[config.mk]
export PLATFORM = sky130hd
export DESIGN_NAME = prc_pfs_rcv
export DESIGN_NICKNAME = d
export VERILOG_FILES = /design/src/rtl/prc_pfs_rcv.sv
export SDC_FILE = /design/constraint.sdc
export NUM_CORES = 1
export LEC_CHECK = 0
export ABC_AREA = 1
export CAP_MARGIN = 25
export CORE_UTILIZATION = 52
export DETAILED_ROUTE_END_ITERATION = 7
export PLACE_DENSITY = 0.81
export SLEW_MARGIN = 20
export SYNTH_ARGS = -nofsm -noshare
export SYNTH_HDL_FRONTEND = slang
export SYNTH_SLANG_ARGS = --single-unit
[constraint.sdc]
create_clock -name clk -period 2.9 [get_ports clk]
set_input_delay 0.435 -clock clk [delete_from_list [all_inputs] [get_ports clk]]
set_output_delay 0.435 -clock clk [all_outputs]
set_load 0.005 [all_outputs]
[src/rtl/prc_pfs_rcv.sv]
// prc_pfs_rcv: PRC receiver for PFS packet fetch requests.
// Requests are buffered in a credit-managed FIFO. Each request is split into
// per-segment read commands toward packet memory. One credit is returned per
// fully segmented request and per zero-length request.
// Optional performance counters: define PRC_PFS_RCV_PERF_EN.
module prc_pfs_rcv #(
  parameter int DEPTH    = 8,
  parameter int PTR_W    = 20,
  parameter int LEN_W    = 14,
  parameter int PORT_W   = 5,
  parameter int SEG_LOG2 = 8
) (
  input  logic                clk,
  input  logic                arst,
  input  logic                pfs_req_valid,
  input  logic [PTR_W-1:0]    pfs_req_ptr,
  input  logic [LEN_W-1:0]    pfs_req_len,
  input  logic [PORT_W-1:0]   pfs_req_port,
  output logic                prc_credit_ret,
  output logic                rd_valid,
  input  logic                rd_ready,
  output logic [PTR_W-1:0]    rd_ptr,
  output logic [PORT_W-1:0]   rd_port,
  output logic [SEG_LOG2:0]   rd_bytes,
  output logic                rd_sop,
  output logic                rd_eop,
  output logic                err_ovf,
  output logic                err_len0,
  output logic [31:0]         perf_req_cnt,
  output logic [31:0]         perf_seg_cnt
);

  localparam int AW  = $clog2(DEPTH);
  localparam int CW  = AW + 1;
  localparam int PW  = CW + 1;
  localparam int SEG = 1 << SEG_LOG2;
  localparam int BW  = SEG_LOG2 + 1;

  typedef enum logic {IDLE, ACTIVE} state_t;

  logic [PTR_W-1:0]  mem_ptr  [DEPTH];
  logic [LEN_W-1:0]  mem_len  [DEPTH];
  logic [PORT_W-1:0] mem_port [DEPTH];

  logic [AW-1:0]    head, tail, head_nxt, ld_idx;
  logic [CW-1:0]    count;
  logic [PW-1:0]    credit_pend, credit_sum;
  logic [LEN_W-1:0] remaining, rem_nxt;
  state_t           state;

  logic full, push_ok, ovf_drop, len0_drop, hs, pop, has_next;

  // Bytes carried by a segment given the bytes still to be read.
  function automatic logic [BW-1:0] seg_bytes(input logic [LEN_W-1:0] rem);
    return (rem >= LEN_W'(SEG)) ? BW'(SEG) : BW'(rem);
  endfunction

  // True when the remaining bytes fit in one segment.
  function automatic logic seg_last(input logic [LEN_W-1:0] rem);
    return rem <= LEN_W'(SEG);
  endfunction

  // Full is judged on the pre-pop count, so a pop never frees room for a
  // push in the same cycle.
  assign full      = (count == CW'(DEPTH));
  assign ovf_drop  = pfs_req_valid && full;
  assign len0_drop = pfs_req_valid && !full && (pfs_req_len == '0);
  assign push_ok   = pfs_req_valid && !full && (pfs_req_len != '0);
  assign hs        = rd_valid && rd_ready;
  assign pop       = hs && rd_eop;
  assign has_next  = (count > CW'(1));
  assign head_nxt  = head + AW'(1);
  assign ld_idx    = (state == ACTIVE) ? head_nxt : head;
  assign rem_nxt   = remaining - LEN_W'(SEG);
  assign credit_sum = credit_pend + PW'(pop) + PW'(len0_drop);

  // FIFO payload storage; data only, not reset.
  always_ff @(posedge clk) begin
    if (push_ok) begin
      mem_ptr[tail]  <= pfs_req_ptr;
      mem_len[tail]  <= pfs_req_len;
      mem_port[tail] <= pfs_req_port;
    end
  end

  // FIFO pointers, occupancy and sticky error flags.
  always_ff @(posedge clk or posedge arst) begin
    if (arst) begin
      head     <= '0;
      tail     <= '0;
      count    <= '0;
      err_ovf  <= 1'b0;
      err_len0 <= 1'b0;
    end else begin
      if (push_ok) tail <= tail + AW'(1);
      if (pop)     head <= head_nxt;
      count <= count + CW'(push_ok) - CW'(pop);
      if (ovf_drop)  err_ovf  <= 1'b1;
      if (len0_drop) err_len0 <= 1'b1;
    end
  end

  // Credit return; a pop and a len0 drop in the same cycle queue a second
  // pulse so every credit goes back as its own one-cycle pulse.
  always_ff @(posedge clk or posedge arst) begin
    if (arst) begin
      prc_credit_ret <= 1'b0;
      credit_pend    <= '0;
    end else begin
      prc_credit_ret <= (credit_sum != '0);
      credit_pend    <= credit_sum - PW'(credit_sum != '0);
    end
  end

  // Segmentation FSM with registered command outputs.
  always_ff @(posedge clk or posedge arst) begin
    if (arst) begin
      state     <= IDLE;
      rd_valid  <= 1'b0;
      rd_ptr    <= '0;
      rd_port   <= '0;
      rd_bytes  <= '0;
      rd_sop    <= 1'b0;
      rd_eop    <= 1'b0;
      remaining <= '0;
    end else begin
      case (state)
        IDLE: begin
          if (count != '0) begin
            rd_ptr    <= mem_ptr[ld_idx];
            rd_port   <= mem_port[ld_idx];
            remaining <= mem_len[ld_idx];
            rd_bytes  <= seg_bytes(mem_len[ld_idx]);
            rd_eop    <= seg_last(mem_len[ld_idx]);
            rd_sop    <= 1'b1;
            rd_valid  <= 1'b1;
            state     <= ACTIVE;
          end
        end
        ACTIVE: begin
          if (hs) begin
            if (!rd_eop) begin
              rd_ptr    <= rd_ptr + PTR_W'(1);
              remaining <= rem_nxt;
              rd_bytes  <= seg_bytes(rem_nxt);
              rd_eop    <= seg_last(rem_nxt);
              rd_sop    <= 1'b0;
            end else if (has_next) begin
              rd_ptr    <= mem_ptr[ld_idx];
              rd_port   <= mem_port[ld_idx];
              remaining <= mem_len[ld_idx];
              rd_bytes  <= seg_bytes(mem_len[ld_idx]);
              rd_eop    <= seg_last(mem_len[ld_idx]);
              rd_sop    <= 1'b1;
            end else begin
              rd_valid <= 1'b0;
              state    <= IDLE;
            end
          end
        end
        default: state <= IDLE;
      endcase
    end
  end

`ifdef PRC_PFS_RCV_PERF_EN
  // Saturating increment for the 32-bit performance counters.
  function automatic logic [31:0] sat_inc(input logic [31:0] v, input logic en);
    return (en && (v != 32'hFFFF_FFFF)) ? v + 32'd1 : v;
  endfunction

  // Accepted-request and issued-segment counters.
  always_ff @(posedge clk or posedge arst) begin
    if (arst) begin
      perf_req_cnt <= '0;
      perf_seg_cnt <= '0;
    end else begin
      perf_req_cnt <= sat_inc(perf_req_cnt, push_ok);
      perf_seg_cnt <= sat_inc(perf_seg_cnt, hs);
    end
  end
`else
  assign perf_req_cnt = '0;
  assign perf_seg_cnt = '0;
`endif

endmodule

# Yosys cells after proc, flatten, opt, wreduce, memory -nomap -nowiden

Memory sizes are Yosys's and may differ from the RTL's.
Index checks and enable logic that the tools add are counted.

Flip-flop bits (word level): 70
Bits in latches: 0
RAM bits: 312
Memory bits (read-only): 0
Bits of input ports: 43
Output and inout bits: 104
Memories: 3

$add $sub $neg: 9
$mul: 0
Divide/modulo/power cells: 0
Order comparisons: 5
Equality and inequality tests: 7
Shift-type cells: 0
Multiplexer cells: 44
Bitwise gates (word level): 1
Reduce and logical (&&, ||, !) cells: 15

Memories:

| memory   | words | width | read ports | clocked after Yosys merged registers in | wr ports | RTL line | text |
|---|---|---|---|---|---|---|---|
| mem_ptr  | 8     | 20    | 1          | 0                                       | 1        | 41       | `logic [PTR_W-1:0] mem_ptr [DEPTH];` |
| mem_len  | 8     | 14    | 1          | 0                                       | 1        | 42       | `logic [LEN_W-1:0] mem_len [DEPTH];` |
| mem_port | 8     | 5     | 1          | 0                                       | 1        | 43       | `logic [PORT_W-1:0] mem_port [DEPTH];` |

Operator list:

| operator                                                                           | number |
|---|---|
| 20-bit two-way mux                                                                 | 4 |
| 14-bit two-way mux                                                                 | 4 |
| 9-bit two-way mux                                                                  | 6 |
| 20-bit one-hot mux with 2 select lines                                             | 1 |
| 14-bit by 9-bit >= comparator with 1-bit output (second input constant)            | 2 |
| 14-bit by 9-bit less-or-equal comparator with 1-bit output (second input constant) | 2 |
| 14-bit one-hot mux with 2 select lines                                             | 1 |
| 20-bit by 1-bit adder with 20-bit output (second input constant)                   | 1 |
| 5-bit two-way mux                                                                  | 4 |
| 9-bit one-hot mux with 2 select lines                                              | 1 |
| 1-bit two-way mux                                                                  | 17 |
| 14-bit logical NOT                                                                 | 1 |
| 14-bit nonzero test                                                                | 1 |
| 14-bit by 9-bit subtractor with 14-bit output (second input constant)              | 1 |
| 5-bit by 1-bit adder with 5-bit output                                             | 2 |
| 5-bit one-hot mux with 2 select lines                                              | 1 |
| 1-bit one-hot mux with 2 select lines                                              | 4 |
| 4-bit AND reduction                                                                | 2 |
| 3-bit by 1-bit adder with 3-bit output (second input constant)                     | 2 |
| 1-bit logical AND                                                                  | 6 |
| 2-bit != test (second input constant)                                              | 3 |
| 5-bit nonzero test                                                                 | 1 |
| 5-bit by 1-bit subtractor with 5-bit output                                        | 1 |
| 4-bit by 1-bit adder with 4-bit output                                             | 1 |
| 11 further kinds                                                                   | 12 |

# Depth between registers and ports, before layout

An unclocked memory read counts as a cell.

Depth in word-level cells: 9
Depth in mapped cells: 17
Gate-level depth less buffers: 16

# Worst setup path before layout

Ideal clock, no wire load.

Path type: register -> register
Start: reg count[2]
End: mem mem_len[0][0] (enable)
Setup time: 435 ps
Arrival time: 2771 ps
Data required time: 2465 ps
Setup slack: -306 ps
Cell stages (with the launch flop): 9
Path buffers: 0
Clock period less this slack: 3206 ps
Path through: dfrtp_1 inv_1 ha_1 nand2_1 nand2_1 inv_1 nand2_1 or2_2 nor2_1

Cells in the longest elaborated chain, start to end: 6

Ends and longest elaborated chain:

| what                                    | RTL line | text |
|---|---|---|
| start, declared                         | 46       | `logic [CW-1:0] count;` |
| start signal, assigned                  | 97       | `count <= count + CW'(push_ok) - CW'(pop);` |
| 4-bit == test                           | 65       | `assign full = (count == CW'(DEPTH));` |
| 1-bit logical NOT                       | 68       | `assign push_ok = pfs_req_valid && !full && (pfs_req_len != '0);` |
| 1-bit logical AND (2 in a row)          | 68       |  |
| 1-bit two-way mux                       | 79       | `if (push_ok) begin` |
| 1-bit two-way mux (implied by the code) | 81       | `mem_len[tail] <= pfs_req_len;` |
| end, declared                           | 42       |  |

Every way passes these cells.

# Final worst setup path

Start: in pfs_req_len[3]
End: reg credit_pend[4]

Cells in the longest elaborated chain, start to end: 5

Ends and longest elaborated chain:

| what                                          | RTL line | text |
|---|---|---|
| start, declared                               | 17       | `input logic [LEN_W-1:0] pfs_req_len,` |
| 14-bit logical NOT *                          | 67       | `assign len0_drop = pfs_req_valid && !full && (pfs_req_len == '0);` |
| 1-bit logical AND *                           | 67       |  |
| named net len0_drop                           | 51       | `logic full, push_ok, ovf_drop, len0_drop, hs, pop, has_next;` |
| 5-bit by 1-bit adder with 5-bit output *      | 75       | `assign credit_sum = credit_pend + PW'(pop) + PW'(len0_drop);` |
| 5-bit nonzero test                            | 111      | `credit_pend <= credit_sum - PW'(credit_sum != '0);` |
| 5-bit by 1-bit subtractor with 5-bit output * | 111      |  |
| end signal, assigned                          | 111      |  |
| end, declared                                 | 47       | `logic [PW-1:0] credit_pend, credit_sum;` |

Mark *: on every way through the listed nets, which the timed path passes. The rest lies on a longest branch.
A chain may end at the register's enable or synchronous reset.

==> flow_summary.yaml <==
outcome:
  status: "finished, final reports clean"
timing:
  worst_pin_slew_ns: 0.975
  timing.final.crit_period_ns: 2.84
  fmax_mhz: 352
  hold_violations: 0
  slew_headroom_pct: 34.8
  tns_ns: 0
  setup_viol: 0
  clock-skew-final_ns: 0.0197
  slew_viol_final: 0
  period_share_pct: 98.0
  rsz0062_at_grt: "yes"
global_route:
  antenna_found_initial: 0
  grt_pass1_wl_um: 62700
  grt_max_degree: 55
  overflow: 0
  grtUsageTotal_pct: 24.3
  first_global_vias: 11700
drt:
  wl_um: 39700
  drt_iter0_drc: 1185
  wl_per_cell_um: 18.1
  num_vias: 12000
  dr.pass1.iters: 7
  viasPerCell: 5.48
  drc: 0
  antenna_left: 0
floorplan:
  die_x_um: 183
  core.rowCount: 65
  fp.dieArea_mm2: 0.0333
  start_util_pct: 53.3
  ios: 147
  core_area_mm2: 0.0318
  die_h_um: 183
critical_path:
  critPathArrivalTime_ns: 3.24
  critical_path_class: "input port to flip-flop"
  r2r_cells: 15
  required_ns: 3.30
  timing.rr.start: "count[2]$_DFF_PP0_"
  crit_fanout: 2
  crit_start: "pfs_req_len[3]"
  worstSetupEndpointType: "flip-flop"
  r2r_end: "credit_pend[1]$_DFF_PP0_"
  r2r_slack_ns: 0.19
  start_kind: "input port"
yosys:
  ys_ff_latch: 382
  seq_area_frac_synth_pct: 65.6
  ys_top_cells_by_area: "edfxtp_1 (55%), dfrtp_1 (10%), nand2_1 (8.7%), nand3_1 (5.3%), inv_1 (3.4%)"
  yosysTopAreaCellShare_pct: 55.3
  netlist_instances: 1593
  ys_types: 43
  ys.flop_type: "edfxtp_1"
  synth-edff-count: 312
  yosysWarnings: 0
  synth_common_cells: "nand2_1 (393), edfxtp_1 (312), nand3_1 (179), inv_1 (155), o21ai_0 (89)"
  synth_most_common_cell: "nand2_1"
  async_flop_share_pct: 18.3
  synth_area_mm2: 0.0169
  synth_top_area_cell: "edfxtp_1"
  syn_avg_cell_area_um2: 10.6
job:
  cap_violations: 0
placement:
  portBuffers: 82
  hpwlAfterDp_um: 25100
  gp_congestion: 0.855
layout:
  diodes: 0
  final_layout_size_suffix_gt1_share_pct: 10.7
  fin_util_pct: 62.9
  nets: 1785
  fillers: 2253
  syn2layout_area_growth_pct: 18.1
clock_tree:
  cts.sinks: 382
  cts_tree: "yes"
  root_buffer: "clkbuf_16"
  clk_path_buf_depth: 3
  postCtsHoldBufs: 0
  numCtsBuffers: 38
  cts_max_level: 2
  clock_latency_ns: 0.53
  clk_pin_slew_ns: 0.06
pwr:
  power_density_mw_per_mm2: 1100
  irDropWorstVdd_mv: 0.701
  leakagePower_uw: 0.00801
hold_path:
  hold_path_class: "input port to asynchronous set/reset pin"
==> how the worst max path moves through the flow <==
stage	end	slack, ns	cells past startpoint
3_3_place_gp	credit_pend[4]$_DFF_PP0_	-0.51	17
3_5_place_dp	credit_pend[4]$_DFF_PP0_	-0.61	17
6_report	credit_pend[4]$_DFF_PP0_	0.06	17
2_1_floorplan	mem_len[0][0]$_DFFE_PP_	-0.31	8
4_1_cts	credit_pend[4]$_DFF_PP0_	0.001	17
5_1_grt	credit_pend[4]$_DFF_PP0_	-0.08	17
==> layer usage <==
layer	share of wire, %	vias up	track usage (%)
li1	-	5526	-
met1	40	5711	32.4
met2	48	670	39.9
met3	9.1	98	4.01
met4	3.0	0	9.65
met5	0	-	0
==> registers in the layout, summed over array words and instances (netlist names) <==
register	cells
err_ovf	1
head	3
rd_eop	1
rd_sop	1
tail	3
prc_credit_ret	1
state	1
rd_valid	1
mem_ptr	160
credit_pend	5
mem_port	40
mem_len	112
rd_port	5
count	4
err_len0	1
remaining	14
rd_ptr	20
rd_bytes	9
==> cells by family after synthesis <==
| group | after synthesis | synth area share, % |
|---|---|---|
| AOI/OAI and AO/OA | 210 | 7.01 |
| xor gates and xnor gates | 14 | 0.724 |
| adders and majority gates | 17 | 1.34 |
| buffers and inverters | 296 | 8.49 |
| DFF | 382 | 65.6 |
| other | 1 | 0.0221 |
| and+or+nand+nor | 673 | 16.8 |
==> stage by stage <==
stage	power (uW)	area [um^2]	cells	setup slack, ns	hold slack [ns]
final	22000	20000	2189	0.0576	0.236
after global placement	16600	18700	2119	-0.510	0.457
after CTS	21900	20000	2188	0.00125	0.235
after detailed placement	16900	18700	2119	-0.607	0.460
after floorplan	13400	17200	1656	-0.306	0.465
after global routing	23200	20000	2189	-0.0819	0.271
==> what timing repair did <==
item | in CTS | in global routing
cloned | 0 | 0
buffers inserted | 0 | 1
pin swaps | 3 | 7
setup endpoints to repair | 3 | 7
gates resized for setup | 6 | 9
==> layout by cell type, fill, tap and decap left out, drive strengths merged <==
master         count
o21a               1
xor2               9
a2bb2oi            1
nor4               4
nor2              72
dfrtp             70
a21oi             68
conb              64
o21ai             96
o311ai             2
ha                15
inv              159
nor3               1
fa                 2
nand3b             1
a22o               3
clkbuf            52
or2               16
a31o               1
clkdlybuf4s50     80
a21boi             8
o22ai              7
o221ai             6
buf               84
bufinv             4
edfxtp           312
o211ai            16
clkinv            13
nand2            395
dlymetal6s2s       2
xnor2              5
a22oi              1
nand4              5
nand3            179
==> report_power, final <==
group | internal [uW] | total (uW) | switching [uW]
clock | 2890 | 4890 | 2000
sequential | 7090 | 7700 | 610
combinational | 3310 | 9370 | 6060
==> area by class of cell <==
type / count / area [um^2] / share of cell area, %
flip-flops and latches: 382 / 11100 / 55.6
inverters: 159 / 598 / 2.99
clock inverters: 17 / 189 / 0.944
clock buffers: 52 / 1040 / 5.22
repair buffers: 166 / 1750 / 8.75
well taps: 435 / 544 / 2.72
multi-input cells: 978 / 4760 / 23.8
==> critical path, stage by stage <==
cell and delay (ns):
clkdlybuf4s50_1 0.43, nor4_2 0.21, buf_4 0.15, nand4_1 0.13
buf_6 0.17, nor2_4 0.13, fa_2 0.22, ha_2 0.17
inv_1 0.05, or2_2 0.29, nand2_2 0.08, nor2_2 0.05
nand4_1 0.13, ha_2 0.21, ha_2 0.18, nand2_1 0.06
xor2_1 0.13
(Power assumes the default switching activity.)
